### src/rtl/uart_fifo_core_if.sv
// Byte-stream handshake between the UART core and its user.
// master = user side (drives TX words, consumes RX words), slave = UART core.
interface uart_fifo_core_if #(
    parameter int unsigned DATA_BITS = 8
);
    logic [DATA_BITS-1:0] tx_data;
    logic                 tx_valid;
    logic                 tx_ready;
    logic [DATA_BITS-1:0] rx_data;
    logic                 rx_valid;
    logic                 rx_ready;

    modport master (
        output tx_data, tx_valid, rx_ready,
        input  tx_ready, rx_data, rx_valid
    );

    modport slave (
        input  tx_data, tx_valid, rx_ready,
        output tx_ready, rx_data, rx_valid
    );
endinterface

### src/rtl/uart_fifo_core.sv
// UART transceiver with configurable frame format, runtime baud divisor,
// first-word fall-through RX FIFO and framing/parity/overflow reporting.
// Optional build macro UART_LOOPBACK_EN adds a 'loopback' input that routes
// the internal TX line into the RX synchroniser and parks the uart_tx pin high.
module uart_fifo_core #(
    parameter int unsigned DATA_BITS = 8,
    parameter int unsigned STOP_BITS = 1,
    parameter int unsigned PARITY    = 0,
    parameter int unsigned DIV_W     = 16,
    parameter int unsigned RX_AW     = 4
) (
    input  logic              sys_clk,
    input  logic              sys_rst,
    input  logic [DIV_W-1:0]  baud_div,
    uart_fifo_core_if.slave   bus,
    output logic              tx_busy,
    output logic [RX_AW:0]    rx_count,
    output logic              rx_overflow,
    output logic              rx_frame_err,
    output logic              rx_parity_err,
    input  logic              err_clr,
`ifdef UART_LOOPBACK_EN
    input  logic              loopback,
`endif
    input  logic              uart_rx,
    output logic              uart_tx
);

    localparam int unsigned BIT_W = 4;
    localparam int unsigned CNT_W = RX_AW + 1;
    localparam int unsigned DEPTH = 1 << RX_AW;

    typedef enum logic [2:0] {
        S_IDLE,
        S_START,
        S_DATA,
        S_PAR,
        S_STOP
    } state_t;

    logic [DIV_W-1:0] div_eff;
    logic             rx_in;

    // Divisors below 4 leave no room for a mid-bit sample; clamp them.
    assign div_eff = (baud_div < DIV_W'(4)) ? DIV_W'(4) : baud_div;

    // ------------------------------------------------------------------ TX
    state_t               tx_state;
    logic [DIV_W-1:0]     tx_cnt;
    logic [DIV_W-1:0]     tx_div;
    logic [BIT_W-1:0]     tx_bit;
    logic [DATA_BITS-1:0] tx_shift;
    logic                 tx_par;
    logic                 tx_line;
    logic                 tx_busy_q;

    assign bus.tx_ready = (tx_state == S_IDLE) && !sys_rst;
    assign tx_busy      = tx_busy_q;

    // TX frame sequencer: every bit lasts tx_div cycles, divisor frozen per frame.
    always_ff @(posedge sys_clk) begin
        if (sys_rst) begin
            tx_state  <= S_IDLE;
            tx_cnt    <= '0;
            tx_div    <= DIV_W'(4);
            tx_bit    <= '0;
            tx_shift  <= '0;
            tx_par    <= 1'b0;
            tx_line   <= 1'b1;
            tx_busy_q <= 1'b0;
        end else if (tx_state == S_IDLE) begin
            if (bus.tx_valid) begin
                tx_state  <= S_START;
                tx_line   <= 1'b0;
                tx_cnt    <= '0;
                tx_div    <= div_eff;
                tx_shift  <= bus.tx_data;
                tx_par    <= (PARITY == 1) ? ~^bus.tx_data : ^bus.tx_data;
                tx_busy_q <= 1'b1;
            end
        end else if (tx_cnt != tx_div - DIV_W'(1)) begin
            tx_cnt <= tx_cnt + DIV_W'(1);
        end else begin
            tx_cnt <= '0;
            case (tx_state)
                S_START: begin
                    tx_state <= S_DATA;
                    tx_line  <= tx_shift[0];
                    tx_shift <= tx_shift >> 1;
                    tx_bit   <= '0;
                end
                S_DATA: begin
                    if (tx_bit == BIT_W'(DATA_BITS - 1)) begin
                        tx_bit <= '0;
                        if (PARITY != 0) begin
                            tx_state <= S_PAR;
                            tx_line  <= tx_par;
                        end else begin
                            tx_state <= S_STOP;
                            tx_line  <= 1'b1;
                        end
                    end else begin
                        tx_bit   <= tx_bit + BIT_W'(1);
                        tx_line  <= tx_shift[0];
                        tx_shift <= tx_shift >> 1;
                    end
                end
                S_PAR: begin
                    tx_state <= S_STOP;
                    tx_line  <= 1'b1;
                    tx_bit   <= '0;
                end
                S_STOP: begin
                    if (tx_bit == BIT_W'(STOP_BITS - 1)) begin
                        tx_state  <= S_IDLE;
                        tx_busy_q <= 1'b0;
                    end else begin
                        tx_bit <= tx_bit + BIT_W'(1);
                    end
                    tx_line <= 1'b1;
                end
                default: tx_state <= S_IDLE;
            endcase
        end
    end

    // Pin / loopback routing.
`ifdef UART_LOOPBACK_EN
    assign rx_in   = loopback ? tx_line : uart_rx;
    assign uart_tx = loopback ? 1'b1 : tx_line;
`else
    assign rx_in   = uart_rx;
    assign uart_tx = tx_line;
`endif

    // ------------------------------------------------------------------ RX
    logic [1:0]           rx_sync;
    logic                 rxs;
    logic                 rxs_d;
    state_t               rx_state;
    logic [DIV_W-1:0]     rx_cnt;
    logic [DIV_W-1:0]     rx_div;
    logic [BIT_W-1:0]     rx_bit;
    logic [DATA_BITS-1:0] rx_shift;
    logic                 rx_par_bit;
    logic                 rx_par_bad_c;
    logic                 frame_err_q;
    logic                 parity_err_q;
    logic                 push_q;

    assign rxs           = rx_sync[1];
    assign rx_frame_err  = frame_err_q;
    assign rx_parity_err = parity_err_q;

    // Received parity check against the configured polarity.
    always_comb begin
        rx_par_bad_c = 1'b0;
        if (PARITY != 0) begin
            rx_par_bad_c = ((^rx_shift) ^ rx_par_bit) != 1'(PARITY == 1);
        end
    end

    // Two-flop synchroniser, preset to the idle level.
    always_ff @(posedge sys_clk) begin
        if (sys_rst) begin
            rx_sync <= 2'b11;
            rxs_d   <= 1'b1;
        end else begin
            rx_sync <= {rx_sync[0], rx_in};
            rxs_d   <= rxs;
        end
    end

    // RX frame sequencer: qualify start at half a bit, then sample mid-bit.
    always_ff @(posedge sys_clk) begin
        if (sys_rst) begin
            rx_state     <= S_IDLE;
            rx_cnt       <= '0;
            rx_div       <= DIV_W'(4);
            rx_bit       <= '0;
            rx_shift     <= '0;
            rx_par_bit   <= 1'b0;
            frame_err_q  <= 1'b0;
            parity_err_q <= 1'b0;
            push_q       <= 1'b0;
        end else begin
            frame_err_q  <= 1'b0;
            parity_err_q <= 1'b0;
            push_q       <= 1'b0;
            case (rx_state)
                S_IDLE: begin
                    if (rxs_d && !rxs) begin
                        rx_state <= S_START;
                        rx_cnt   <= '0;
                        rx_div   <= div_eff;
                    end
                end
                S_START: begin
                    if (rx_cnt == (rx_div >> 1)) begin
                        rx_cnt   <= '0;
                        rx_bit   <= '0;
                        rx_state <= rxs ? S_IDLE : S_DATA;
                    end else begin
                        rx_cnt <= rx_cnt + DIV_W'(1);
                    end
                end
                S_DATA: begin
                    if (rx_cnt == rx_div - DIV_W'(1)) begin
                        rx_cnt   <= '0;
                        rx_shift <= {rxs, rx_shift[DATA_BITS-1:1]};
                        if (rx_bit == BIT_W'(DATA_BITS - 1)) begin
                            rx_state <= (PARITY != 0) ? S_PAR : S_STOP;
                        end else begin
                            rx_bit <= rx_bit + BIT_W'(1);
                        end
                    end else begin
                        rx_cnt <= rx_cnt + DIV_W'(1);
                    end
                end
                S_PAR: begin
                    if (rx_cnt == rx_div - DIV_W'(1)) begin
                        rx_cnt     <= '0;
                        rx_par_bit <= rxs;
                        rx_state   <= S_STOP;
                    end else begin
                        rx_cnt <= rx_cnt + DIV_W'(1);
                    end
                end
                S_STOP: begin
                    if (rx_cnt == rx_div - DIV_W'(1)) begin
                        rx_cnt       <= '0;
                        rx_state     <= S_IDLE;
                        frame_err_q  <= !rxs;
                        parity_err_q <= rx_par_bad_c;
                        push_q       <= rxs && !rx_par_bad_c;
                    end else begin
                        rx_cnt <= rx_cnt + DIV_W'(1);
                    end
                end
                default: rx_state <= S_IDLE;
            endcase
        end
    end

    // ---------------------------------------------------------------- FIFO
    logic [DATA_BITS-1:0] mem [0:DEPTH-1];
    logic [RX_AW-1:0]     wr_ptr;
    logic [RX_AW-1:0]     rd_ptr;
    logic [CNT_W-1:0]     fifo_cnt;
    logic                 ovf_q;
    logic                 full_c;
    logic                 pop_c;
    logic                 wr_en_c;

    assign full_c       = (fifo_cnt == CNT_W'(DEPTH));
    assign bus.rx_valid = (fifo_cnt != '0);
    assign pop_c        = bus.rx_valid && bus.rx_ready;
    assign wr_en_c      = push_q && (!full_c || pop_c);
    assign bus.rx_data  = mem[rd_ptr];
    assign rx_count     = fifo_cnt;
    assign rx_overflow  = ovf_q;

    // Storage array; contents are don't-care until written.
    always_ff @(posedge sys_clk) begin
        if (wr_en_c) begin
            mem[wr_ptr] <= rx_shift;
        end
    end

    // Pointers, occupancy and sticky overflow (a new overflow beats err_clr).
    always_ff @(posedge sys_clk) begin
        if (sys_rst) begin
            wr_ptr   <= '0;
            rd_ptr   <= '0;
            fifo_cnt <= '0;
            ovf_q    <= 1'b0;
        end else begin
            if (wr_en_c) begin
                wr_ptr <= wr_ptr + RX_AW'(1);
            end
            if (pop_c) begin
                rd_ptr <= rd_ptr + RX_AW'(1);
            end
            if (wr_en_c && !pop_c) begin
                fifo_cnt <= fifo_cnt + CNT_W'(1);
            end else if (!wr_en_c && pop_c) begin
                fifo_cnt <= fifo_cnt - CNT_W'(1);
            end
            if (push_q && full_c && !pop_c) begin
                ovf_q <= 1'b1;
            end else if (err_clr) begin
                ovf_q <= 1'b0;
            end
        end
    end

endmodule

### src/flat_wrapper.sv
// flat-port wrapper written by rule: the top's interface ports become plain ports
module uart_fifo_core_flat 
#(
    parameter int unsigned DATA_BITS = 8,
    parameter int unsigned STOP_BITS = 1,
    parameter int unsigned PARITY    = 0,
    parameter int unsigned DIV_W     = 16,
    parameter int unsigned RX_AW     = 4
)
  (sys_clk, sys_rst, baud_div, tx_busy, rx_count, rx_overflow, rx_frame_err, rx_parity_err, err_clr, uart_rx, uart_tx, bus_tx_data, bus_tx_valid, bus_rx_ready, bus_tx_ready, bus_rx_data, bus_rx_valid);
  uart_fifo_core_if #(.DATA_BITS(DATA_BITS)) bus_i ();
  input  logic sys_clk;
  input  logic sys_rst;
  input  logic [DIV_W-1:0] baud_div;
  output logic tx_busy;
  output logic [RX_AW:0] rx_count;
  output logic rx_overflow;
  output logic rx_frame_err;
  output logic rx_parity_err;
  input  logic err_clr;
  input  logic uart_rx;
  output logic uart_tx;
  input wire logic [$bits(bus_i.tx_data)-1:0] bus_tx_data;
  input wire logic [$bits(bus_i.tx_valid)-1:0] bus_tx_valid;
  input wire logic [$bits(bus_i.rx_ready)-1:0] bus_rx_ready;
  output wire logic [$bits(bus_i.tx_ready)-1:0] bus_tx_ready;
  output wire logic [$bits(bus_i.rx_data)-1:0] bus_rx_data;
  output wire logic [$bits(bus_i.rx_valid)-1:0] bus_rx_valid;
  assign bus_i.tx_data = bus_tx_data;
  assign bus_i.tx_valid = bus_tx_valid;
  assign bus_i.rx_ready = bus_rx_ready;
  assign bus_tx_ready = bus_i.tx_ready;
  assign bus_rx_data = bus_i.rx_data;
  assign bus_rx_valid = bus_i.rx_valid;
  uart_fifo_core #(.DATA_BITS(DATA_BITS), .STOP_BITS(STOP_BITS), .PARITY(PARITY), .DIV_W(DIV_W), .RX_AW(RX_AW)) u_core (.sys_clk(sys_clk), .sys_rst(sys_rst), .baud_div(baud_div), .bus(bus_i), .tx_busy(tx_busy), .rx_count(rx_count), .rx_overflow(rx_overflow), .rx_frame_err(rx_frame_err), .rx_parity_err(rx_parity_err), .err_clr(err_clr), .uart_rx(uart_rx), .uart_tx(uart_tx));
endmodule
### config.mk
export PLATFORM = sky130hd
export DESIGN_NAME = uart_fifo_core_flat
export DESIGN_NICKNAME = d
export VERILOG_FILES = /design/src/rtl/uart_fifo_core_if.sv /design/src/rtl/uart_fifo_core.sv /design/src/flat_wrapper.sv
export SDC_FILE = /design/constraint.sdc
export NUM_CORES = 1
export LEC_CHECK = 0
export ABC_AREA = 1
export CAP_MARGIN = 20
export CORE_MARGIN = 8
export CORE_UTILIZATION = 49
export DETAILED_ROUTE_END_ITERATION = 16
export MAX_ROUTING_LAYER = met4
export PLACE_DENSITY = 0.68
export RECOVER_POWER = 100
export SETUP_SLACK_MARGIN = 0.15
export SLEW_MARGIN = 0
export SYNTH_ARGS = -nofsm -noshare
export SYNTH_HDL_FRONTEND = slang
export SYNTH_SLANG_ARGS = --single-unit
### constraint.sdc
create_clock -name sys_clk -period 4.9 [get_ports sys_clk]
set_input_delay 0.98 -clock sys_clk [delete_from_list [all_inputs] [get_ports sys_clk]]
set_output_delay 0.98 -clock sys_clk [all_outputs]
set_load 0.1 [all_outputs]
==> impl_metrics.py, run 1 <==
metrics = {
    "timing": {
        "finalHoldViolCount": 0,
        "min_period_ns": 4.20,
        "finalSetupTns_ns": 0,
        "relSlewSlack_pct": -23.3,
        "rsz0062_at_grt": "no",
        "fin_crit_sh_pct": 85.6,
        "finClkSkew_ns": 0.0169,
        "setup_viol": 0,
        "timing.final.ws_setup_ns": 0.704,
        "worst_slew_pin_slew_ns": 1.85,
        "max_freq_ghz": 0.238,
        "whs_ns": 0.443,
        "slew_viol_final": 37,
    },
    "route": {
        "dr_total_vias": 10000,
        "first_pass_iters": 5,
        "route.detailed.drc": 0,
        "drt-initial-drc-count": 625,
        "drt_wl_total_mm": 28.3,
        "ant_nets": 0,
        "wl_per_cell_um": 14.9,
        "vias_per_cell": 5.27,
    },
    "floorplan": {
        "initial_utilization_pct": 50.0,
        "num_rows": 58,
        "die_w_um": 177,
        "core_mm2": 0.0253,
        "io_pins": 50,
        "dieArea_mm2": 0.0312,
        "die_y_um": 177,
    },
    "clock_network": {
        "cts_buffers": 27,
        "clockBufferDepth": 3,
        "postCtsHoldBufs": 0,
        "cts.sinks": 247,
        "clk_latency_ns": 0.54,
        "root_buffer": "clkbuf_16",
        "cts_setup_buffers": 0,
        "cts_resized": 0,
        "clk_pin_slew_worst_paths_ns": 0.06,
        "cts_tree": "yes",
        "cts-htree-levels": 1,
    },
    "grt": {
        "grt_pass1_vias": 9659,
        "grt-ovfl-total": 0,
        "grt_use_total_pct": 18.6,
        "grt_pass1_wl_mm": 47.2,
        "antenna_found_initial": 1,
        "grt_max_degree": 88,
    },
    "worst_setup_path": {
        "cp-end-kind": "primary output",
        "crit_path_start_kind": "register",
        "cp_max_fo": 87,
        "critical_path_class": "reg2out",
        "r2r_slack_ns": 1.20,
        "crit_arrival_ns": 3.22,
        "rr_worst_depth": 12,
        "worst_ep_required_time_ns": 3.92,
        "r2r-end": "u_core.rx_shift[4]",
        "reg2reg_from": "u_core.rx_div[0]",
    },
    "synth": {
        "synth_cells": 1523,
        "syn_area_mm2": 0.0126,
        "synth_ff_type": "edfxtp_1",
        "synth_top_area_share_pct": 30.4,
        "syn-num-nets": 1570,
        "synth_edf_count": 128,
        "yosys-top-cells-count": "nand2_1 (281), inv_1 (199), nor2_1 (157)",
        "synth.most_common_cell": "nand2_1",
        "ys_seq_elements": 247,
        "async_flop_share_pct": 0,
        "yosysTopAreaCell": "edfxtp_1",
        "synth_area_leaders": "edfxtp_1 (30%), dfxtp_1 (19%), nand2_1 (8.4%)",
        "synth_warnings": 0,
        "avgSynthCellArea_um2": 8.29,
        "synth.distinct_cells": 49,
        "synth_seq_area_share_pct": 49.3,
    },
    "final_layout": {
        "final_area_mm2": 0.0141,
        "final_core_util_pct": 56.0,
        "nets": 1598,
        "syn_to_final_growth_pct": 11.9,
        "final_cells": 1903,
        "seq_area_mm2": 0.00623,
        "layout-drive-gt1-share_pct": 5.53,
        "multi_input_area_mm2": 0.00535,
        "fillerInstances": 2346,
    },
    "power_and_ir_drop": {
        "vdd_drop_max_mv": 0.634,
        "leakagePower_nw": 5.84,
        "power_density_mw_per_mm2": 506,
        "power_mw": 7.15,
    },
    "run": {
        "cap_violations": 1,
    },
    "place": {
        "portBuffers": 48,
        "hpwl_mm": 20.2,
        "place_congestion": 0.905,
        "placed_cell_area_mm2": 0.0133,
        "dp_slack_ns": 1.44,
        "dp.cells": 1852,
    },
    "min_path": {
        "hold_start": "u_core.rx_sync[0]",
        "hp-class": "reg2reg",
        "min_to": "u_core.rx_sync[1]",
        "whs_path_depth": 1,
    },
    "outcome": {
        "status": "complete, but fails checks",
        "failed_checks": "capacitance limit, slew limit",
    },
}
-- cell families (layout without fill, tap and decap cells) --
family | count (synthesis) | count (layout) | share of synthesized area, %
compound gates | 270 | 270 | 11.8
fa+ha+maj | 17 | 17 | 1.74
xor+xnor | 60 | 60 | 4.16
flops | 247 | 247 | 49.3
simple gates | 634 | 634 | 22.3
mux | 32 | 32 | 2.54
other cells | 1 | 2 | 0.0297
buf+inv | 262 | 311 | 8.04
-- where the power goes --
part           internal (mW)  switching [mW]  leakage (nW)
clock                   1.18           0.795         0.436
sequential              2.31           0.253          2.16
combinational          0.753            1.86          3.25
total                   4.25            2.91          5.84
-- cells in the final DEF, fill, tap and decap left out, types with 2 or more instances in the layout --
cell type        instances
mux2i_1                 32
o21ai_0                101
xor2_1                  39
ha_1                    16
dfxtp_1                118
dlygate4sd3_1           12
nor3_1                  12
clkbuf_8                 7
clkbuf_2                 4
and2_1                   3
nand3b_1                 9
o22ai_1                  9
buf_4                    7
or2_2                    5
a21oi_1                106
nor2_4                   3
a31oi_1                  2
nor2_2                   8
nor2_1                 161
nand2_1                282
inv_1                  199
edfxtp_1               128
nand3_1                107
nor4_1                   8
a211oi_1                 2
clkinv_1                 2
clkbuf_16               27
clkbuf_1                15
nand2_2                  7
xnor2_1                 21
clkdlybuf4s50_1         27
clkinv_2                 5
o211ai_1                44
nor4_2                   2
nand4_1                 19
inv_2                    3
or2_1                    2
-- state kept, by name, summed over array words and instances, names as in the netlist, 2 cells and up, named ones only --
signal	flops
u_core.rx_div	16
u_core.rx_shift	8
u_core.rx_sync	2
u_core.rx_state	3
u_core.tx_bit	4
u_core.rd_ptr	4
u_core.tx_shift	8
u_core.wr_ptr	4
u_core.tx_state	3
u_core.tx_cnt	16
u_core.tx_div	16
u_core.rx_cnt	16
u_core.rx_bit	4
u_core.mem	128
u_core.rx_count	5
-- worst max-delay path by stage --
stage                       from                  to  slack [ns]  cells after the start
floorplan                sys_rst        bus_tx_ready        1.28                      3
global placement    bus_rx_ready  u_core.rx_count[4]        1.47                     14
detailed placement  bus_rx_ready  u_core.rx_count[4]        1.44                     14
CTS                     register      bus_rx_data[6]        1.24                      5
global route            register      bus_rx_data[0]        0.52                      5
finish                  register      bus_rx_data[0]        0.70                      5
-- worst max-delay path, cell delays in order (launching register included) --
cell and delay, ns:
dfxtp_4 0.99, mux2i_1 0.20, o21ai_0 0.29, o211ai_1 0.17, nand2_1 0.11, clkbuf_1 0.86
-- layer usage --
metal | routed length [µm] | up-vias | share of wire, % | global-route usage (%)
met5 | 0 | - | 0 | -
met4 | 683 | 0 | 2.4 | 4.83
met3 | 1140 | 41 | 4.0 | 2.54
met2 | 13500 | 202 | 48 | 31.6
met1 | 13000 | 4673 | 46 | 23.1
li1 | - | 5121 | - | -
-- layout make-up --
cell class | instances | share of cell area (%)
timing repair buffer | 57 | 3.46
sequential | 247 | 44.1
tap | 330 | 2.92
clock inverter | 8 | 0.584
multi-input combinational | 1014 | 37.8
antenna | 1 | 0.0177
inverter | 204 | 5.42
clock buffer | 42 | 5.68
(Power assumes the default switching activity.)
==> run 2: changes to the inputs <==
Settings changed: CTS_CLUSTER_SIZE set to 10.
==> run 2 against run 1 <==
- first-iteration DRC count down 5.4%
- the run still ends with capacitance limit, slew limit left
- core utilization down 0.12 points
- clock power down 3%
- hold slack worse by 0.013 ns
- final area down 0.22%
==> impl_metrics.py, run 2 (synthesized netlist as in run 1, its figures left out) <==
metrics = {
    "grt": {
        "grt_max_degree": 88,
        "grt-ovfl-total": 0,
        "grt_pass1_wl_mm": 47.6,
        "grt_pass1_vias": 9726,
        "grt_use_total_pct": 18.8,
        "antenna_found_initial": 1,
    },
    "timing": {
        "whs_ns": 0.430,
        "finClkSkew_ns": 0.0200,
        "finalHoldViolCount": 0,
        "worst_slew_pin_slew_ns": 1.83,
        "max_freq_ghz": 0.242,
        "min_period_ns": 4.13,
        "slew_viol_final": 37,
        "relSlewSlack_pct": -22.2,
        "setup_viol": 0,
        "timing.final.ws_setup_ns": 0.773,
        "rsz0062_at_grt": "no",
        "fin_crit_sh_pct": 84.2,
        "finalSetupTns_ns": 0,
    },
    "worst_setup_path": {
        "worst-path-buf-inv": 1,
        "crit_chain": "mux2i_1 -> o211ai_1 -> nand3_1 -> nand2_1 -> clkbuf_1",
        "crit_arrival_ns": 3.15,
        "crit_path_start_kind": "register",
        "reg2reg_from": "u_core.rx_div[0]",
        "cp.depth": 5,
        "cp_top_family": "flip-flops",
        "rr_worst_depth": 12,
        "r2r_slack_ns": 1.21,
        "slowest_stage": "dfxtp_4",
        "cp-end-kind": "primary output",
        "r2r-end": "u_core.rx_shift[4]",
        "cp_max_fo": 87,
        "setup.worst_path.end": "bus_rx_data[5]",
        "crit_path_max_incr_delay_ns": 0.96,
        "worst_ep_required_time_ns": 3.92,
        "critical_path_class": "reg2out",
    },
    "route": {
        "wl_per_cell_um": 15.1,
        "dr_total_vias": 10100,
        "drt_wl_total_mm": 28.7,
        "vias_per_cell": 5.28,
        "drt-initial-drc-count": 591,
        "first_pass_iters": 5,
        "route.detailed.drc": 0,
        "ant_nets": 0,
    },
    "clock_network": {
        "root_buffer": "clkbuf_16",
        "clockBufferDepth": 3,
        "cts_tree": "yes",
        "clk_pin_slew_worst_paths_ns": 0.06,
        "postCtsHoldBufs": 0,
        "clk_latency_ns": 0.55,
        "cts-htree-levels": 1,
        "cts_setup_buffers": 0,
        "cts_buffers": 29,
        "cts_resized": 0,
        "cts.sinks": 247,
    },
    "floorplan": {
        "dieArea_mm2": 0.0312,
        "initial_utilization_pct": 50.0,
        "die_y_um": 177,
        "io_pins": 50,
        "num_rows": 58,
        "core_mm2": 0.0253,
        "die_w_um": 177,
    },
    "final_layout": {
        "final_cell_mix": "nand2_1 (282), inv_1 (199), nor2_1 (162)",
        "largest_reg_flops": 128,
        "nets": 1600,
        "syn_to_final_growth_pct": 11.7,
        "layout-drive-gt1-share_pct": 4.96,
        "multi_input_area_mm2": 0.00535,
        "seq_area_mm2": 0.00623,
        "regMostFlops": "u_core.mem",
        "fillerInstances": 2345,
        "final_common_cell": "nand2_1",
        "final_area_mm2": 0.0141,
    },
    "outcome": {
        "status": "complete, but fails checks",
        "failed_checks": "capacitance limit, slew limit",
    },
    "run": {
        "cap_violations": 1,
    },
    "power_and_ir_drop": {
        "power_density_mw_per_mm2": 505,
        "vdd_drop_max_mv": 0.580,
        "power_mw": 7.12,
        "leakagePower_nw": 5.82,
    },
    "min_path": {
        "hp-class": "reg2reg",
    },
    "place": {
        "placed_cell_area_mm2": 0.0133,
        "portBuffers": 48,
        "place_congestion": 0.905,
        "dp_slack_ns": 1.44,
        "hpwl_mm": 20.2,
    },
}
## run 2: cell types whose count changed in the layout (fill, tap and decap cells not counted)
cell / previous run / this run
clkbuf_16: 27 / 29
buf_4: 7 / 9
clkbuf_8: 7 / 2
nor2_2: 8 / 7
clkinv_2: 5 / 0
nor2_1: 161 / 162
clkinvlp_4: 1 / 0
bufinv_16: 1 / 0
clkinv_1: 2 / 3
clkbuf_1: 15 / 24
## run 2: worst min path at each step
stage,to,start,cells past startpoint
final,u_core.rx_sync[1],u_core.rx_sync[0],1
after global routing,u_core.rx_sync[1],u_core.rx_sync[0],1
after CTS,u_core.rx_sync[1],u_core.rx_sync[0],1
after detailed placement,u_core.rx_sync[1],u_core.rx_sync[0],1
after global placement,u_core.rx_sync[1],u_core.rx_sync[0],1
after floorplan,u_core.rx_sync[1],u_core.rx_sync[0],1
## run 2: cell type report
cell class | instances | share of cell area [%]
repair buffers | 57 | 3.52
well taps | 330 | 2.93
inverters | 204 | 5.43
clock buffers | 50 | 5.85
diodes | 1 | 0.0177
clock inverters | 2 | 0.169
flip-flops and latches | 247 | 44.2
multi-input cells | 1014 | 37.9
## run 2: routing by layer
metal,GRT usage (%),up-vias,wire [µm]
li1,-,5119,-
met3,2.71,50,1290
met5,-,-,0
met4,5.39,0,796
met2,31.7,244,13600
met1,23.3,4649,13000
## run 2: metrics by stage
stage	utilization, %	std cells
floorplan	-	1523
global placement	52.7	1852
detailed placement	52.7	1852
CTS	56.1	1904
global route	55.8	1905
finish	55.8	1905
## run 2: where the power goes
group          total, mW  internal [mW]  switching (mW)
Sequential          2.57           2.31           0.256
Clock               1.93           1.13           0.794
Combinational       2.63          0.761            1.87
Total               7.12           4.21            2.91
